--- src/rtl/mem_access_ctrl.sv ---
// mem_access_ctrl: memory access sequencer for the Mini SRC datapath.
// Accepts single load/store requests from the control unit. It sequences
// the MAR/MDR load enables, the MDR input-mux select and the memory strobes.
// It waits on mem_ready, and every wait is bounded by TIMEOUT cycles.
//
// Ports
//   clock      in   system clock, rising edge
//   clear      in   synchronous active-low reset
//   req_rd     in   load request, sampled in IDLE only
//   req_wr     in   store request, sampled in IDLE only (read wins on a tie)
//   mem_ready  in   memory handshake (read data valid / write accepted)
//   MARin      out  MAR load enable
//   MDRin      out  MDR load enable
//   read       out  MDR mux select (1 = Mdatain, 0 = BusMuxOut)
//   mem_rd     out  memory read strobe
//   mem_wr     out  memory write strobe
//   busy       out  high in every state except IDLE
//   done       out  one-cycle pulse on successful completion
//   err        out  one-cycle pulse on timeout abort
`timescale 1ns/1ps

module mem_access_ctrl #(
    parameter int unsigned TIMEOUT = 15
) (
    input  logic clock,
    input  logic clear,
    input  logic req_rd,
    input  logic req_wr,
    input  logic mem_ready,
    output logic MARin,
    output logic MDRin,
    output logic read,
    output logic mem_rd,
    output logic mem_wr,
    output logic busy,
    output logic done,
    output logic err
);

    localparam int unsigned CNT_W = 8;
    // Last wait-cycle index before aborting; gives exactly TIMEOUT wait cycles.
    localparam logic [CNT_W-1:0] CNT_LAST = CNT_W'(TIMEOUT - 1);

    typedef enum logic [2:0] {
        IDLE        = 3'd0,
        LOAD_MAR    = 3'd1,
        RD_WAIT     = 3'd2,
        RD_CAPTURE  = 3'd3,
        WR_LOAD_MDR = 3'd4,
        WR_WAIT     = 3'd5,
        DONE        = 3'd6,
        ERR         = 3'd7
    } state_t;

    state_t           state_q, state_d;
    logic             op_rd_q, op_rd_d;
    logic [CNT_W-1:0] cnt_q, cnt_d;

    logic marin_q,  marin_d;
    logic mdrin_q,  mdrin_d;
    logic read_q,   read_d;
    logic mem_rd_q, mem_rd_d;
    logic mem_wr_q, mem_wr_d;
    logic busy_q,   busy_d;
    logic done_q,   done_d;
    logic err_q,    err_d;

    // State, operation, counter and output registers.
    always_ff @(posedge clock) begin
        if (!clear) begin
            state_q  <= IDLE;
            op_rd_q  <= 1'b0;
            cnt_q    <= '0;
            marin_q  <= 1'b0;
            mdrin_q  <= 1'b0;
            read_q   <= 1'b0;
            mem_rd_q <= 1'b0;
            mem_wr_q <= 1'b0;
            busy_q   <= 1'b0;
            done_q   <= 1'b0;
            err_q    <= 1'b0;
        end else begin
            state_q  <= state_d;
            op_rd_q  <= op_rd_d;
            cnt_q    <= cnt_d;
            marin_q  <= marin_d;
            mdrin_q  <= mdrin_d;
            read_q   <= read_d;
            mem_rd_q <= mem_rd_d;
            mem_wr_q <= mem_wr_d;
            busy_q   <= busy_d;
            done_q   <= done_d;
            err_q    <= err_d;
        end
    end

    // Next-state logic, plus Moore output decode of the next state so the
    // registered outputs line up with the state they belong to.
    always_comb begin
        state_d  = state_q;
        op_rd_d  = op_rd_q;
        cnt_d    = '0;
        marin_d  = 1'b0;
        mdrin_d  = 1'b0;
        read_d   = 1'b0;
        mem_rd_d = 1'b0;
        mem_wr_d = 1'b0;
        busy_d   = 1'b0;
        done_d   = 1'b0;
        err_d    = 1'b0;

        case (state_q)
            IDLE: begin
                if (req_rd) begin
                    state_d = LOAD_MAR;
                    op_rd_d = 1'b1;
                end else if (req_wr) begin
                    state_d = LOAD_MAR;
                    op_rd_d = 1'b0;
                end
            end
            LOAD_MAR:    state_d = op_rd_q ? RD_WAIT : WR_LOAD_MDR;
            RD_WAIT,
            WR_WAIT: begin
                // Ready beats the timeout when both happen in the same cycle.
                if (mem_ready) begin
                    state_d = (state_q == RD_WAIT) ? RD_CAPTURE : DONE;
                end else if (cnt_q == CNT_LAST) begin
                    state_d = ERR;
                end else begin
                    cnt_d = cnt_q + CNT_W'(1);
                end
            end
            RD_CAPTURE:  state_d = DONE;
            WR_LOAD_MDR: state_d = WR_WAIT;
            DONE:        state_d = IDLE;
            ERR:         state_d = IDLE;
            default:     state_d = IDLE;
        endcase

        busy_d = (state_d != IDLE);
        case (state_d)
            LOAD_MAR: marin_d = 1'b1;
            RD_WAIT: begin
                mem_rd_d = 1'b1;
                read_d   = 1'b1;
            end
            RD_CAPTURE: begin
                mem_rd_d = 1'b1;
                read_d   = 1'b1;
                mdrin_d  = 1'b1;
            end
            WR_LOAD_MDR: mdrin_d  = 1'b1;
            WR_WAIT:     mem_wr_d = 1'b1;
            DONE:        done_d   = 1'b1;
            ERR:         err_d    = 1'b1;
            default:     ;
        endcase
    end

    assign MARin  = marin_q;
    assign MDRin  = mdrin_q;
    assign read   = read_q;
    assign mem_rd = mem_rd_q;
    assign mem_wr = mem_wr_q;
    assign busy   = busy_q;
    assign done   = done_q;
    assign err    = err_q;

endmodule

--- config.mk ---
export PLATFORM = sky130hd
export DESIGN_NAME = mem_access_ctrl
export DESIGN_NICKNAME = d
export VERILOG_FILES = /design/src/rtl/mem_access_ctrl.sv
export SDC_FILE = /design/constraint.sdc
export NUM_CORES = 1
export LEC_CHECK = 0
export BUFFER_PORTS_ARGS = -buffer_cell sky130_fd_sc_hd__buf_2
export CORE_MARGIN = 5
export CORE_UTILIZATION = 46
export CTS_BUF_LIST = sky130_fd_sc_hd__clkbuf_4 sky130_fd_sc_hd__clkbuf_8
export DETAILED_ROUTE_END_ITERATION = 16
export PLACE_DENSITY = 0.67
export SLEW_MARGIN = 20
export SYNTH_ARGS = -nofsm -noshare
export SYNTH_HDL_FRONTEND = slang
export SYNTH_SLANG_ARGS = --single-unit
--- constraint.sdc ---
create_clock -name clock -period 1.7 [get_ports clock]
set_input_delay 0.085 -clock clock [delete_from_list [all_inputs] [get_ports clock]]
set_output_delay 0.085 -clock clock [all_outputs]
set_load 0.02 [all_outputs]
==> PnR_summary.wiki <==
{| class="wikitable"
! Metric !! Value
|-
| Final Worst Setup Slack || 0.1689 ns
|-
| Final hold violation count || 0
|-
| Dpl hpwl || 1077 µm
|-
| Starting density of the core || 48.46%
|-
| Drt drc || 0
|-
| Hold bufs inserted after CTS || 0
|-
| Post-route fraction of the period consumed by the critical path || 90.07%
|-
| Area of the core || 1745 µm²
|-
| Sinks on Clock Net || 19
|-
| Port buffer count || 12
|-
| Area share of the leading cell type in the synthesized netlist || 44.97%
|-
| Post-synthesis sequential area ratio || 44.97%
|-
| Initial antenna violation count || 0
|-
| DR WL/cell || 12.09 µm
|-
| Master cell of the clock root buffer || clkbuf_4
|-
| Number of I/O pins || 13
|-
| Pwr/cell area || 946.2 nW/µm²
|-
| Mean Syn Cell Area || 9.503 µm²
|-
| Overall die height || 52.88 µm
|-
| Timing-limited maximum frequency || 0.6531 GHz
|-
| Die outline area || 2796 µm²
|-
| Largest net degree at the start of global routing || 14
|-
| Worst min-delay path class || primary input to register
|-
| Endpoints failing setup || 0
|-
| Number of rows created at floorplan || 15
|-
| EDFF count, synth || 0
|-
| Die boundary width || 52.88 µm
|-
| Final layout net count || 110
|-
| Detail Route Antenna Nets || 0
|-
| Clock buffer count from CTS || 3
|-
| Clock buffer depth || 2
|-
| Critical Path Start Type || register
|-
| Data arrival time of the critical path || 1.77 ns
|-
| Post-Synthesis Net Count || 96
|-
| Routed via count divided by cell count || 5.063
|-
| Share of synthesized registers carrying an async set or reset || 0%
|-
| Clock tree from TritonCTS || built
|-
| Clock skew || 0.006012 ns
|-
| Most frequently used flop master after synthesis || dfxtp_1
|-
| Share of cells above drive strength 1 || 26.47%
|-
| Standby leakage power || 0.3825 nW
|-
| Slew at the pin closest to its max-slew limit || 0.3748 ns
|-
| Cell type with the largest total area after synthesis || dfxtp_1
|-
| Overall track demand over capacity in global routing || 12.37%
|-
| Peak supply drop || 0.6480 mV
|-
| Final count of pins violating max slew || 0
|-
| Clock-pin transition on the worst setup and hold timing paths || 0.10 ns
|-
| DRT Pass-1 Iters || 4
|-
| Area of the mapped netlist || 845.8 µm²
|-
| Routed via count || 643
|-
| Number of synthesized register bits || 19
|-
| Vias in the first global route || 550
|-
| Number of synthesis warnings || 0
|-
| Type of the worst setup path || register to register
|-
| Final-layout setup total negative slack || 0 ns
|-
| Maximum level of the CTS H-tree || 1
|-
| Crit path capture type || register
|-
| RSZ-0062 raised after global routing || no
|-
| First-pass GRT wire length || 2442 µm
|-
| Final critical delay including setup and external delays || 1.531 ns
|-
| Worst-case headroom to the max-slew limit || 74.98%
|-
| Worst setup slack before clock tree synthesis || 0.1169 ns
|-
| WL final || 1536 µm
|-
| Maximum fanout along the worst path || 5
|-
| 1st-iter DRT viols || 12
|-
| Most area-consuming cells after synthesis || dfxtp_1 45%, nor2_1 6.2%, xor2_1 5.2%, ha_1 3.0%, o32a_4 2.7%
|-
| Post-synthesis cell count || 89
|-
| Layout-stage area growth over the synthesis result || 11.98%
|-
| Number of maximum-capacitance constraint violations || 0
|-
| Diode count || 0
|-
| Remaining global-route overflow || 0
|-
| Weighted congestion at the end of routability-driven global placement || 0.7256
|-
| Post-synthesis cell type count || 36
|-
| Clock latency on the worst-skew pair || 0.29 ns
|-
| Status || finished clean
|-
| CP Data Required Time || 1.94 ns
|}
[timing repair]
action,4_1_cts,5_1_grt
resized for setup,0,2
buffers inserted,0,1
setup endpoints to repair,0,13
endpoints found under the hold margin,0,0
[cells in the final DEF (no fill, tap or decap), types with 2 or more instances in the layout]
cell,Yosys,layout
ha_1,2,2
clkbuf_4,0,3
nand4_1,3,3
nand2_1,5,5
clkinv_2,1,2
xor2_1,5,5
a21oi_1,3,3
buf_2,2,12
nand2b_1,2,2
inv_1,3,3
dfxtp_1,19,19
nand3_1,3,3
a22oi_1,2,2
nor2_1,14,14
and2_1,1,2
nor3_1,3,3
[path summary, 6_finish.rpt]
| path | endpoint | from | slack [ns] | cells after the start |
|---|---|---|---|---|
| worst max-delay path | mem_wr$_SDFF_PN0_ | cnt_q[0]$_SDFF_PP0_ | 0.17 | 5 |
| worst min-delay path | op_rd_q$_SDFFE_PN0P_ | req_rd | 0.06 | 3 |
| worst max register to register | mem_wr$_SDFF_PN0_ | cnt_q[0]$_SDFF_PP0_ | 0.17 | 5 |
| worst min register to register | cnt_q[0]$_SDFF_PP0_ | cnt_q[0]$_SDFF_PP0_ | 0.49 | 1 |
[power by group]
| part | internal (mW) | leakage, nW | switching, mW |
|---|---|---|---|
| sequential | 0.474 | 0.155 | 0.0298 |
| clock | 0.0874 | 0.0177 | 0.137 |
| combinational | 0.0710 | 0.210 | 0.0972 |
[through the flow]
step                power [mW]  area, µm²  util [%]  hold slack, ns  std cells
floorplan               0.6371      845.8         -          0.2027         89
global placement        0.6735      905.9     51.90          0.3500        122
detailed placement      0.6766      905.9     51.90          0.3596        122
CTS                     0.8999      933.4     53.48         0.04610        126
global route            0.9517      947.2     54.27         0.04915        127
finish                  0.8962      947.2     54.27         0.05994        127
[critical path: stages, from the launching register on]
cell	delay [ns]
dfxtp_1	0.41
inv_1	0.06
ha_1	0.22
a311o_2	0.33
a21oi_2	0.27
and3_1	0.19
[final cells by class]
type	count	area, µm²
Timing Repair Buffer	13	67.56
Clock inverter	1	5.005
Fill cell	178	798.3
Tap cell	25	31.28
Sequential cell	19	380.4
Inverter	4	16.27
Clock buffer	3	22.52
Multi-Input combinational cell	62	424.2
[state kept, by name (all words and copies together) (netlist names)]
register and cells:
cnt_q 8, state_q 3, MARin 1, MDRin 1, busy 1, done 1, err 1, mem_rd 1
mem_wr 1, op_rd_q 1
[metal layers]
layer	track usage, %	vias to the layer above	routed length [µm]
met2	16.53	13	667
met3	3.662	2	65
met1	15.98	295	778
li1	-	333	-
met5	0	-	0
met4	10.21	0	24
[Yosys cell counts, types with 2 or more instances]
cell type and instances:
nor2_1 14, nor3_1 3, a21oi_1 3, nand2_1 5
nand3_1 3, a22oi_1 2, nand4_1 3, xor2_1 5
buf_2 2, nand2b_1 2, inv_1 3, ha_1 2
dfxtp_1 19
[logic make-up after synthesis]
family / share of synthesized area [%]
buf+inv: 5.621
fa+ha+maj: 2.958
compound gates: 11.83
xor+xnor: 6.213
flops: 44.97
simple gates: 28.40
No activity file was read; power rests on OpenSTA's default activity.
